==> src/rtl/cpu_trace_buffer.sv <==
// CPU instruction trace buffer: after a trigger it records qualified fetch-end
// events, then freezes and drains them oldest-first over a valid/ready port.
module cpu_trace_buffer #(
  parameter int DATA_W = 8,
  parameter int ADDR_W = 13,
  parameter int OP_W   = 3,
  parameter int DEPTH  = 16,
  parameter int MODE   = 0
) (
  input  logic                   clk,
  input  logic                   rst,
  input  logic                   fetch,
  input  logic [ADDR_W-1:0]      pc_addr,
  input  logic [OP_W-1:0]        opcode,
  input  logic [ADDR_W-1:0]      ir_addr,
  input  logic [DATA_W-1:0]      data,
  input  logic                   halt,
  input  logic                   arm,
  input  logic [(2**OP_W)-1:0]   op_mask,
  input  logic [OP_W-1:0]        trig_op,
  input  logic                   trig_any,
  output logic                   out_valid,
  input  logic                   out_ready,
  output logic [ADDR_W-1:0]      out_pc,
  output logic [OP_W-1:0]        out_op,
  output logic [ADDR_W-1:0]      out_ir,
  output logic [DATA_W-1:0]      out_data,
  output logic [$clog2(DEPTH):0] count,
  output logic [1:0]             state,
  output logic [7:0]             lost
);

  localparam int PW = $clog2(DEPTH);
  localparam int CW = PW + 1;
  localparam int EW = 2 * ADDR_W + OP_W + DATA_W;
  localparam logic [CW-1:0] FULL = CW'(DEPTH);
  localparam logic [CW-1:0] LAST = CW'(DEPTH - 1);
  localparam logic [CW-1:0] ONE  = CW'(1);

  typedef enum logic [1:0] {
    S_IDLE    = 2'b00,
    S_ARMED   = 2'b01,
    S_CAPTURE = 2'b10,
    S_FROZEN  = 2'b11
  } state_t;

  state_t          st, st_nx;
  logic [PW-1:0]   wp, wp_nx, rp, rp_nx;
  logic [CW-1:0]   cnt, cnt_nx;
  logic [7:0]      lost_q, lost_nx;
  logic            fetch_q, halt_q;
  logic            wr_en, restart;
  logic            evt, qual, trig_hit, halt_rise, full;
  logic [EW-1:0]   mem [DEPTH];

  // An event is the falling edge of fetch; its fields are taken in that cycle.
  assign evt       = fetch_q & ~fetch;
  assign qual      = evt & op_mask[opcode];
  assign trig_hit  = qual & (trig_any | (opcode == trig_op));
  assign halt_rise = halt & ~halt_q;
  assign full      = (cnt == FULL);

  always_comb begin
    st_nx   = st;
    wp_nx   = wp;
    rp_nx   = rp;
    cnt_nx  = cnt;
    lost_nx = lost_q;
    wr_en   = 1'b0;
    restart = 1'b0;
    case (st)
      S_IDLE: restart = arm;
      S_ARMED: begin
        if (arm) begin
          restart = 1'b1;
        end else if (trig_hit) begin
          wr_en  = 1'b1;
          wp_nx  = wp + 1'b1;
          cnt_nx = ONE;
          st_nx  = halt_rise ? S_FROZEN : S_CAPTURE;
        end else if (halt_rise) begin
          st_nx = S_FROZEN;
        end
      end
      S_CAPTURE: begin
        if (arm) begin
          restart = 1'b1;
        end else begin
          if (qual) begin
            wr_en = 1'b1;
            wp_nx = wp + 1'b1;
            if (full) begin
              // Circular mode only: the oldest entry is dropped.
              rp_nx = rp + 1'b1;
              if (lost_q != 8'hFF) lost_nx = lost_q + 8'd1;
            end else begin
              cnt_nx = cnt + 1'b1;
              if (MODE == 0 && cnt == LAST) st_nx = S_FROZEN;
            end
          end
          // The same-cycle event (if any) is stored above before freezing.
          if (halt_rise) st_nx = S_FROZEN;
        end
      end
      S_FROZEN: begin
        if (cnt == '0) begin
          st_nx = S_IDLE;
        end else if (out_ready) begin
          rp_nx  = rp + 1'b1;
          cnt_nx = cnt - 1'b1;
          if (cnt == ONE) st_nx = S_IDLE;
        end
      end
      default: st_nx = S_IDLE;
    endcase
    if (restart) begin
      st_nx   = S_ARMED;
      wp_nx   = '0;
      rp_nx   = '0;
      cnt_nx  = '0;
      lost_nx = '0;
    end
  end

  always_ff @(posedge clk or negedge rst) begin
    if (!rst) begin
      st      <= S_IDLE;
      wp      <= '0;
      rp      <= '0;
      cnt     <= '0;
      lost_q  <= '0;
      fetch_q <= 1'b0;
      halt_q  <= 1'b0;
    end else begin
      st      <= st_nx;
      wp      <= wp_nx;
      rp      <= rp_nx;
      cnt     <= cnt_nx;
      lost_q  <= lost_nx;
      fetch_q <= fetch;
      halt_q  <= halt;
    end
  end

  always_ff @(posedge clk) begin
    if (wr_en) mem[wp] <= {pc_addr, opcode, ir_addr, data};
  end

  // Readout handshake: out_valid/out_* hold steady until a cycle with
  // out_valid && out_ready, which pops the oldest entry on that clock edge.
  assign out_valid = (st == S_FROZEN) && (cnt != '0);
  assign {out_pc, out_op, out_ir, out_data} = out_valid ? mem[rp] : '0;

  assign count = cnt;
  assign state = st;
  assign lost  = lost_q;

endmodule

==> config.mk <==
export PLATFORM = sky130hd
export DESIGN_NAME = cpu_trace_buffer
export DESIGN_NICKNAME = d
export VERILOG_FILES = /design/src/rtl/cpu_trace_buffer.sv
export SDC_FILE = /design/constraint.sdc
export NUM_CORES = 1
export LEC_CHECK = 0
export CAP_MARGIN = 20
export CORE_UTILIZATION = 60
export CTS_BUF_LIST = sky130_fd_sc_hd__clkbuf_4
export DETAILED_ROUTE_END_ITERATION = 16
export HOLD_SLACK_MARGIN = 0.15
export PLACE_DENSITY = 0.87
export SYNTH_ARGS = -nofsm -noshare
export SYNTH_HDL_FRONTEND = slang
export SYNTH_SLANG_ARGS = --single-unit
==> constraint.sdc <==
create_clock -name clk -period 5.7 [get_ports clk]
set_input_delay 1.71 -clock clk [delete_from_list [all_inputs] [get_ports clk]]
set_output_delay 1.71 -clock clk [all_outputs]
set_load 0.05 [all_outputs]
==> After elaboration in Yosys (flattened, before gate mapping) <==
Memories as Yosys holds them, arrays and structs flattened.
Index checks and enable logic that the tools add are counted.
{ "classes": {"n_addsub": 5, "magnitude_cmp": 1, "eq_ne": 23, "muxes": 54, "n_bitwise": 7, "reduce_logical": 17} }
{ "ops": {"columns": ["op", "n"], "rows": [
  ["8-bit two-way mux", 6],
  ["4-bit two-way mux", 11],
  ["5-bit two-way mux", 8],
  ["37-bit two-way mux", 1],
  ["2-bit two-way mux", 12],
  ["3-bit inequality test (second input constant)", 8],
  ["4-bit inequality test (second input constant)", 6],
  ["4-bit case mux with 2 select lines", 2],
  ["5-bit case mux with 3 select lines", 1],
  ["5-bit AND reduction", 2],
  ["1-bit two-way mux", 9],
  ["9-bit AND reduction", 1],
  ["4-bit by 1-bit adder with 4-bit output (second input constant)", 2],
  ["8-bit by 1-bit adder with 8-bit output (second input constant)", 1],
  ["8-bit inequality test (second input constant)", 1],
  ["8-bit AND reduction", 1],
  ["2-bit nonzero test", 4],
  ["2-bit case mux with 3 select lines", 1],
  ["6-bit AND reduction", 1],
  ["3-bit nonzero test", 2],
  ["5-bit by 1-bit adder with 5-bit output (second input constant)", 1],
  ["5-bit by 1-bit == test with 1-bit output (second input constant)", 1],
  ["5-bit by 4-bit == test with 1-bit output (second input constant)", 1],
  ["5-bit == test (second input constant)", 1],
  ["other kinds (17)", 23]
]} }
{ "totals": {"reg_bits": 25, "ram_bits": 592, "input_bits": 55, "output_inout_bits": 53, "wordCells": 115, "mem_count": 1} }
{ "mem_list": {"columns": ["memory", "depth", "width", "rd", "rd_ports_with_merged_regs", "wr", "line_no", "rtl"], "rows": [
  ["mem", 16, 37, 1, 0, 1, "54", "logic [EW-1:0] mem [DEPTH];"]
]} }

==> Depth between registers and ports, before layout <==
Gate-level depths: netlist (run 1).
{ "logic_depth": {"ltp_word": 9, "mapped_depth": 8, "ltp_nobuf": 8} }

==> Worst setup path after synthesis (run 1) <==
OpenSTA, ideal clock, no wires.
{ "synth_timing": {"path_type": "input-to-reg", "startpoint": "input opcode[1]", "endpoint": "memory mem[0][0] (netlist name) (enable)", "setup_time_ns": 0.477, "arrival_time_ns": 5.496, "required_ns": 5.223, "setup_slack_ns": -0.273, "stages": 6, "n_path_buf": 0, "path_cell_list": "mux2i_1 a221oi_4 nand2_1 nor4_1 nand2_1 nor3_1"} }
{ "synth_via": {"elab_chain_len": 9, "word_cells_on_any_way": 13, "cone_classes": "eq/ne (1); mux (9); bitwise (3)"} }
{ "synth_lines": {"columns": ["element", "line_no", "rtl"], "rows": [
  ["start, declared", "14", "input logic [OP_W-1:0] opcode,"],
  ["1-bit binary-select mux with 3-bit select", "58", "assign qual = evt & op_mask[opcode];"],
  ["1-bit two-way mux (implied by the code)", "58", null],
  ["1-bit bitwise AND", "58", null],
  ["1-bit bitwise AND", "59", "assign trig_hit = qual & (trig_any | (opcode == trig_op));"],
  ["1-bit two-way mux", "76", "end else if (trig_hit) begin"],
  ["1-bit two-way mux", "74", "if (arm) begin"],
  ["1-bit case mux with 2 select lines (*)", "71", "case (st)"],
  ["1-bit two-way mux (*)", "146", "if (wr_en) mem[wp] <= {pc_addr, opcode, ir_addr, data};"],
  ["1-bit two-way mux (implied by the code) (*)", "146", null],
  ["end, declared", "54", null]
]} }
Mark *: on every way between the ends. The rest lies on a longest branch, timed or not. The select of a mux whose other input is x is not followed.

==> Final worst setup path (run 1) <==
{ "layout_timing": {"startpoint": "register rp[1]", "endpoint": "output out_data[3]"} }
{ "layout_via": {"elab_chain_len": 2} }
{ "layout_lines": {"columns": ["element", "line_no", "rtl"], "rows": [
  ["start, declared", "48", "logic [PW-1:0] wp, wp_nx, rp, rp_nx;"],
  ["start signal, assigned", "137", "rp <= rp_nx;"],
  ["memory 16 x 37 bit", null, null],
  ["37-bit two-way mux", "152", "assign {out_pc, out_op, out_ir, out_data} = out_valid ? mem[rp] : '0;"],
  ["end, declared", "27", "output logic [DATA_W-1:0] out_data,"]
]} }
No other way between the ends.

==> results.txt, run 1 <==
run status = completed
commonest non-fill, non-tap cells in the layout = 592 x sky130_fd_sc_hd__edfxtp_1, 211 x sky130_fd_sc_hd__clkbuf_4, 185 x sky130_fd_sc_hd__mux4_2
final count of hold timing violations = 0
Worst Skew = 0.0424 ns
die area = 41,400 um^2
cts-stage hold buffer count = 0
pre-CTS worst setup slack = 0.566 ns
launch instance of the worst register-to-register path = state[1]
worst path arrival time = 3.78 ns
Worst R2R Path Depth = 7
worst hold-check path type = reg -> reg
clock transition at the registers of the reported paths = 0.06 ns
post-detailed-route count of antenna-violating nets = 0
final design area excluding fillers = 28,400 um^2
cell area reported after detailed placement = 26,500 um^2
accumulated negative setup slack = 0 ns
number of buffers on the longest clock path = 3
Syn Area/Cell = 22.2 um^2
Post-synth ARST share = 4.05%
number of nets in the layout = 1,420
Gate Count Post-Synth = 1,100
last weighted congestion value of the routability-driven placer = 0.770
required time of the critical path = 3.99 ns
Die Y-Extent = 204 um
cts bufs inserted = 149
terminus of the critical flop-to-flop path = lost[7]
static leakage power = 8.99 nW
wire length of the first global-routing pass = 79.6 mm
number of vias after detailed routing = 12,500
f_max = 182 MHz
insertion delay to the later sink of the worst-skew pair = 0.83 ns
Finished Core Util = 71.1%
power per unit of standard cell area = 416 nW/um^2
count of filler cells inserted in the layout = 2,259
top post-synthesis cells by area = sky130_fd_sc_hd__edfxtp_1 73%, sky130_fd_sc_hd__mux4_2 17%, sky130_fd_sc_hd__dfrtp_1 2.6%
largest net degree at the start of global routing = 61
row cnt = 73
Netlist Area Pre-Place = 24,400 um^2
total core area = 39,900 um^2
H-tree lvl count = 4
number of nets in the synthesized netlist = 1,169
most common cell after layout, fill and taps aside = sky130_fd_sc_hd__edfxtp_1
number of max-capacitance violations reported = 0
setup repair after global routing missed its margin = no
type of element capturing the critical path = output pin
ys flop type = sky130_fd_sc_hd__edfxtp_1
Routed wire per std cell = 26.9 um
capturing element of the worst setup path = out_data[3]
launching element of the worst setup path = rp[1]
antenna violations before repair = 7
hold slack final = 0.573 ns
count of routing violations after the opening detailed-route iteration = 1,170
top-area cell type share of the netlist area = 72.9%
worst ir drop on vdd = 0.310 mV
Die Width = 204 um
total global routing track utilization = 26.9%
share of the clock period used by the worst path after layout = 96.3%
share of post-route cells with drive strength above 1 = 34.5%
largest fanout of any net on the critical path = 32
startpoint type of the worst setup path = register
number of synthesized flops with an enable pin = 592
number of top-level pins = 108
post-layout minimum cycle time = 5.49 ns
number of iterations in the first detailed-routing pass = 8
global route total overflow = 0
count of final setup violators = 0
worst slew margin relative to its limit = 44.2%
Yosys top cell by area = sky130_fd_sc_hd__edfxtp_1
detailed placement HPWL = 30.5 mm
Hold Crit Start = lost[7]
ratio of routed vias to standard cells = 6.32
worst slew pin tran = 0.836 ns
effective utilization at floorplan = 61.1%
distinct cell type count after synthesis = 53
Slew Limit Fails = 0
clock root buffer = sky130_fd_sc_hd__clkbuf_4
Ys Warns = 0
PortBufs = 107
CTS tree = done
total clock sinks = 617
vias in the first global route = 13,200
post-route worst setup slack = 0.210 ns
post-synthesis sequential element count = 617
classification of the worst setup path = reg -> out
area growth from synthesis to layout = 16.5%
internal reg-to-reg setup slack = 2.48 ns
final routed wirelength across all metal layers = 53.2 mm
DRC = 0
post-synthesis sequential area ratio = 75.5%
-- cells in the mapped netlist (all sizes together), types with 2 or more instances --
library cell,n
nor2,32
and3,4
a31o,3
dfrtp,25
ha,14
edfxtp,592
nand2,19
nor3,11
a21oi,14
nor4,5
nor3b,2
xnor2,7
a221oi,3
a21boi,2
a31oi,3
mux2i,4
nor2b,2
mux4,186
nand3,15
mux2,2
nand4,3
nand2b,8
or3,2
clkbuf,33
inv,15
buf,23
o21ai,15
and2,38
-- worst min path at each step --
stage | end | depth (start not counted) | slack, ns
2_1_floorplan | wp[1] | 2 | 0.60
3_3_place_gp | lost[7] | 2 | 0.55
3_5_place_dp | lost[7] | 2 | 0.57
4_1_cts | lost[7] | 2 | 0.58
5_1_grt | lost[7] | 2 | 0.60
6_report | lost[7] | 2 | 0.57
-- worst max-delay path: stages, from the launching register on --
cell                              delay, ns
sky130_fd_sc_hd__dfrtp_4               0.78
sky130_fd_sc_hd__buf_12                0.29
sky130_fd_sc_hd__mux4_2                0.34
sky130_fd_sc_hd__mux4_2                0.54
sky130_fd_sc_hd__and2_1                0.22
sky130_fd_sc_hd__clkdlybuf4s50_1       0.72
-- through the flow --
stage	total power [mW]	cells
3_5_place_dp	8.36	1724
6_report	11.8	1979
4_1_cts	11.9	1971
5_1_grt	12.3	1978
3_3_place_gp	8.30	1724
2_1_floorplan	7.45	1100
-- power breakdown --
group | switching, mW | internal, mW | total (mW)
combinational | 1.66 | 1.48 | 3.14
sequential | 0.134 | 5.02 | 5.16
clock | 1.67 | 1.83 | 3.50
-- flip-flops by register name, indices dropped and copies added (netlist names) --
signal and count:
count 5, fetch_q 1, halt_q 1, lost 8
mem 592, rp 4, state 2, wp 4
-- area by class of cell --
| class | instances | area [um^2] | share of cell area (%) |
|---|---|---|---|
| Clock inverter | 35 | 234 | 0.824 |
| Timing Repair Buffer | 156 | 1590 | 5.60 |
| Inverter | 15 | 56.3 | 0.198 |
| Tap cell | 525 | 657 | 2.31 |
| Antenna cell | 8 | 20.0 | 0.0705 |
| Multi-Input combinational cell | 412 | 5840 | 20.6 |
| Sequential cell | 617 | 18400 | 64.9 |
| Clock buffer | 211 | 1580 | 5.58 |
-- per-layer routing --
metal	GRT usage [%]	share of wire, %	vias to the layer above	wire length [um]
met2	43.8	52	725	27700
met4	11.8	2.7	0	1420
li1	-	-	5229	-
met1	35.0	36	6459	19400
met3	6.60	8.8	104	4680
met5	0	0	-	0
-- logic make-up (layout without fill, tap and decap cells) --
kind of cell | after synthesis | in the layout | synth area share [%]
multiplexers | 192 | 192 | 17.5
buffers and inverters | 71 | 417 | 1.15
other | 0 | 8 | 0
adder cells (fa/ha/maj) | 14 | 14 | 0.719
flip-flops | 617 | 617 | 75.5
AO/OA/AOI/OAI | 52 | 52 | 1.57
XOR/XNOR | 7 | 7 | 0.252
AND/OR/NAND/NOR | 147 | 147 | 3.36
-- timing repair --
action | 4_1_cts | 5_1_grt
gates resized for setup | 1 | 0
buffers inserted | 1 | 0
endpoints found under the setup margin | 16 | 0
hold endpoints to repair | 0 | 0
Power figures use the tool's default switching activity.
==> run 2, diff against run 1 <==
--- a/config.mk
+++ b/config.mk
@@ -5,12 +5,14 @@
 export SDC_FILE = /design/constraint.sdc
 export NUM_CORES = 1
 export LEC_CHECK = 0
+export ABC_CLOCK_PERIOD_IN_PS = 5500
 export CAP_MARGIN = 20
 export CORE_UTILIZATION = 60
 export CTS_BUF_LIST = sky130_fd_sc_hd__clkbuf_4
 export DETAILED_ROUTE_END_ITERATION = 16
 export HOLD_SLACK_MARGIN = 0.15
 export PLACE_DENSITY = 0.87
+export REMOVE_ABC_BUFFERS = 1
 export SYNTH_ARGS = -nofsm -noshare
 export SYNTH_HDL_FRONTEND = slang
 export SYNTH_SLANG_ARGS = --single-unit
==> constraint.sdc (replaced) <==
create_clock -name clk -period 5.5 [get_ports clk]
set_input_delay 1.65 -clock clk [delete_from_list [all_inputs] [get_ports clk]]
set_output_delay 1.65 -clock clk [all_outputs]
set_load 0.05 [all_outputs]
==> run 2 against run 1 <==
Sequential cell count unchanged. Routed wire length increased by 5.3%. Die area unchanged. Sequential power increased by 3%. Utilization increased by 0.11 points. Worst setup slack got worse by 0.031 ns. Clock skew decreased by 0.012 ns. Largest power group unchanged.
==> results.txt, run 2 (synthesized netlist as in run 1, its figures left out) <==
accumulated negative setup slack = 0 ns
setup repair after global routing missed its margin = no
number of top-level pins = 108
Die Y-Extent = 204 um
ratio of routed vias to standard cells = 6.41
row cnt = 73
run status = completed
insertion delay to the later sink of the worst-skew pair = 0.86 ns
share of post-route cells with drive strength above 1 = 36.2%
Switching Share = 29.8%
f_max = 188 MHz
count of routing violations after the opening detailed-route iteration = 1,314
number of max-capacitance violations reported = 0
static leakage power = 9.09 nW
largest fanout of any net on the critical path = 23
post-layout minimum cycle time = 5.32 ns
clock transition at the registers of the reported paths = 0.06 ns
Die Width = 204 um
clock network fraction of total power = 29.7%
commonest non-fill, non-tap cells in the layout = 592 x sky130_fd_sc_hd__edfxtp_1, 217 x sky130_fd_sc_hd__clkbuf_4, 185 x sky130_fd_sc_hd__mux4_2
last weighted congestion value of the routability-driven placer = 0.839
Slew Limit Fails = 0
worst hold-check path type = reg -> reg
total clock sinks = 617
Comb pwr share = 27.3%
delay of the slowest critical-path stage = 0.71 ns
number of iterations in the first detailed-routing pass = 5
wire length of the first global-routing pass = 84.1 mm
post-route worst setup slack = 0.179 ns
final routed wirelength across all metal layers = 56.0 mm
detailed placement HPWL = 32.0 mm
number of buffers on the longest clock path = 3
number of non-filler instances in the completed layout = 1,979
CP max-delay cell = sky130_fd_sc_hd__clkdlybuf4s50_1
die area = 41,400 um^2
max reg flops = 592
Finished Core Util = 71.2%
cts-stage hold buffer count = 0
vias in the first global route = 13,600
cell seen most often among critical-path stages = sky130_fd_sc_hd__mux4_2
cts bufs inserted = 151
most common cell after layout, fill and taps aside = sky130_fd_sc_hd__edfxtp_1
DRC = 0
worst ir drop on vdd = 0.390 mV
final count of hold timing violations = 0
number of placed instances with taps included = 1,724
required time of the critical path = 3.85 ns
startpoint type of the worst setup path = register
post-detailed-route count of antenna-violating nets = 0
number of vias after detailed routing = 12,700
top register by number of flip-flops = mem
total core area = 39,900 um^2
Hold Path Depth = 1
total global routing track utilization = 28.4%
Worst Skew = 0.0303 ns
Worst R2R Path Depth = 8
H-tree lvl count = 4
largest net degree at the start of global routing = 40
Design Power = 12.4 mW
power share of the sequential group = 43.0%
power per unit of standard cell area = 437 nW/um^2
PortBufs = 107
classification of the worst setup path = reg -> out
CTS tree = done
CP cell instances = buf_12, mux4_2, mux4_2, and2_1, clkdlybuf4s50_1
number of nets in the layout = 1,427
pre-CTS worst setup slack = 0.463 ns
share of the clock period used by the worst path after layout = 96.7%
worst slew pin tran = 0.926 ns
antenna violations before repair = 1
cell internal pwr = 8.72 mW
worst slew margin relative to its limit = 38.3%
type of element capturing the critical path = output pin
effective utilization at floorplan = 61.1%
global route total overflow = 0
worst path arrival time = 3.67 ns
Routed wire per std cell = 28.3 um
count of final setup violators = 0
area growth from synthesis to layout = 16.7%
Net Switching = 3.70 mW
clock root buffer = sky130_fd_sc_hd__clkbuf_4
run 2: changes by cell type in the layout (fill, tap and decap cells not counted), sizes merged:
cell | previous run | this run
buf | 49 | 68
clkbuf | 211 | 217
clkinvlp | 2 | 4
clkinv | 25 | 18
clkdlybuf4s50 | 107 | 93
diode | 8 | 2
run 2: repair_timing:
action | in CTS | in global routing
resized for setup | 1 | 0
buffers inserted | 5 | 1
setup endpoints to repair | 34 | 4
run 2: power by group through the flow:
stage               clock network [mW]  registers, mW  logic [mW]
detailed placement                   0           5.48        3.25
global placement                     0           5.47        3.16
floorplan                            0           5.76        2.30
CTS                               3.76           5.35        3.37
global route                      3.99           5.34        3.58
finish                            3.70           5.34        3.39
run 2: area by class of cell:
cell class | instances | area (um^2)
Tap cell | 525 | 657
Clock buffer | 217 | 1630
Fill cell | 2267 | 11500
Clock inverter | 30 | 215
Multi-Input combinational cell | 412 | 5810
Inverter | 15 | 56.3
Sequential cell | 617 | 18400
Timing Repair Buffer | 161 | 1650
Antenna cell | 2 | 5.00
run 2: path summary, 6_finish.rpt:
check | endpoint | start | slack [ns]
setup reg to reg | lost[6] | state[1] | 2.43
hold / removal | lost[6] | lost[6] | 0.56
hold reg to reg | lost[6] | lost[6] | 0.56
max in group asynchronous | rp[0] | rst | 4.03
min in group asynchronous | state[0] | rst | 1.17
setup / recovery | out_op[1] | rp[0] | 0.18
run 2: metal layers:
metal	routed length (um)	vias to the layer above	GRT usage (%)	part of all wire, %
met5	0	-	0	0
met4	1370	0	10.6	2.4
met3	4940	98	6.47	8.8
met2	28700	750	46.6	51
met1	21000	6609	37.9	37
li1	-	5234	-	-
run 2: worst max-delay path: cells and delay by family, from the launching register on:
| family | cells | cell delay (ns) |
|---|---|---|
| and+or+nand+nor | 1 | 0.18 |
| DFF | 1 | 0.56 |
| buffers and inverters | 2 | 0.99 |
| muxes | 2 | 1.10 |
run 2: per-stage QoR:
stage / hold WS [ns] / instance area (um^2)
2_1_floorplan: 0.599 / 24200
3_3_place_gp: 0.547 / 26500
3_5_place_dp: 0.547 / 26500
4_1_cts: 0.564 / 28400
5_1_grt: 0.592 / 28400
6_report: 0.558 / 28400
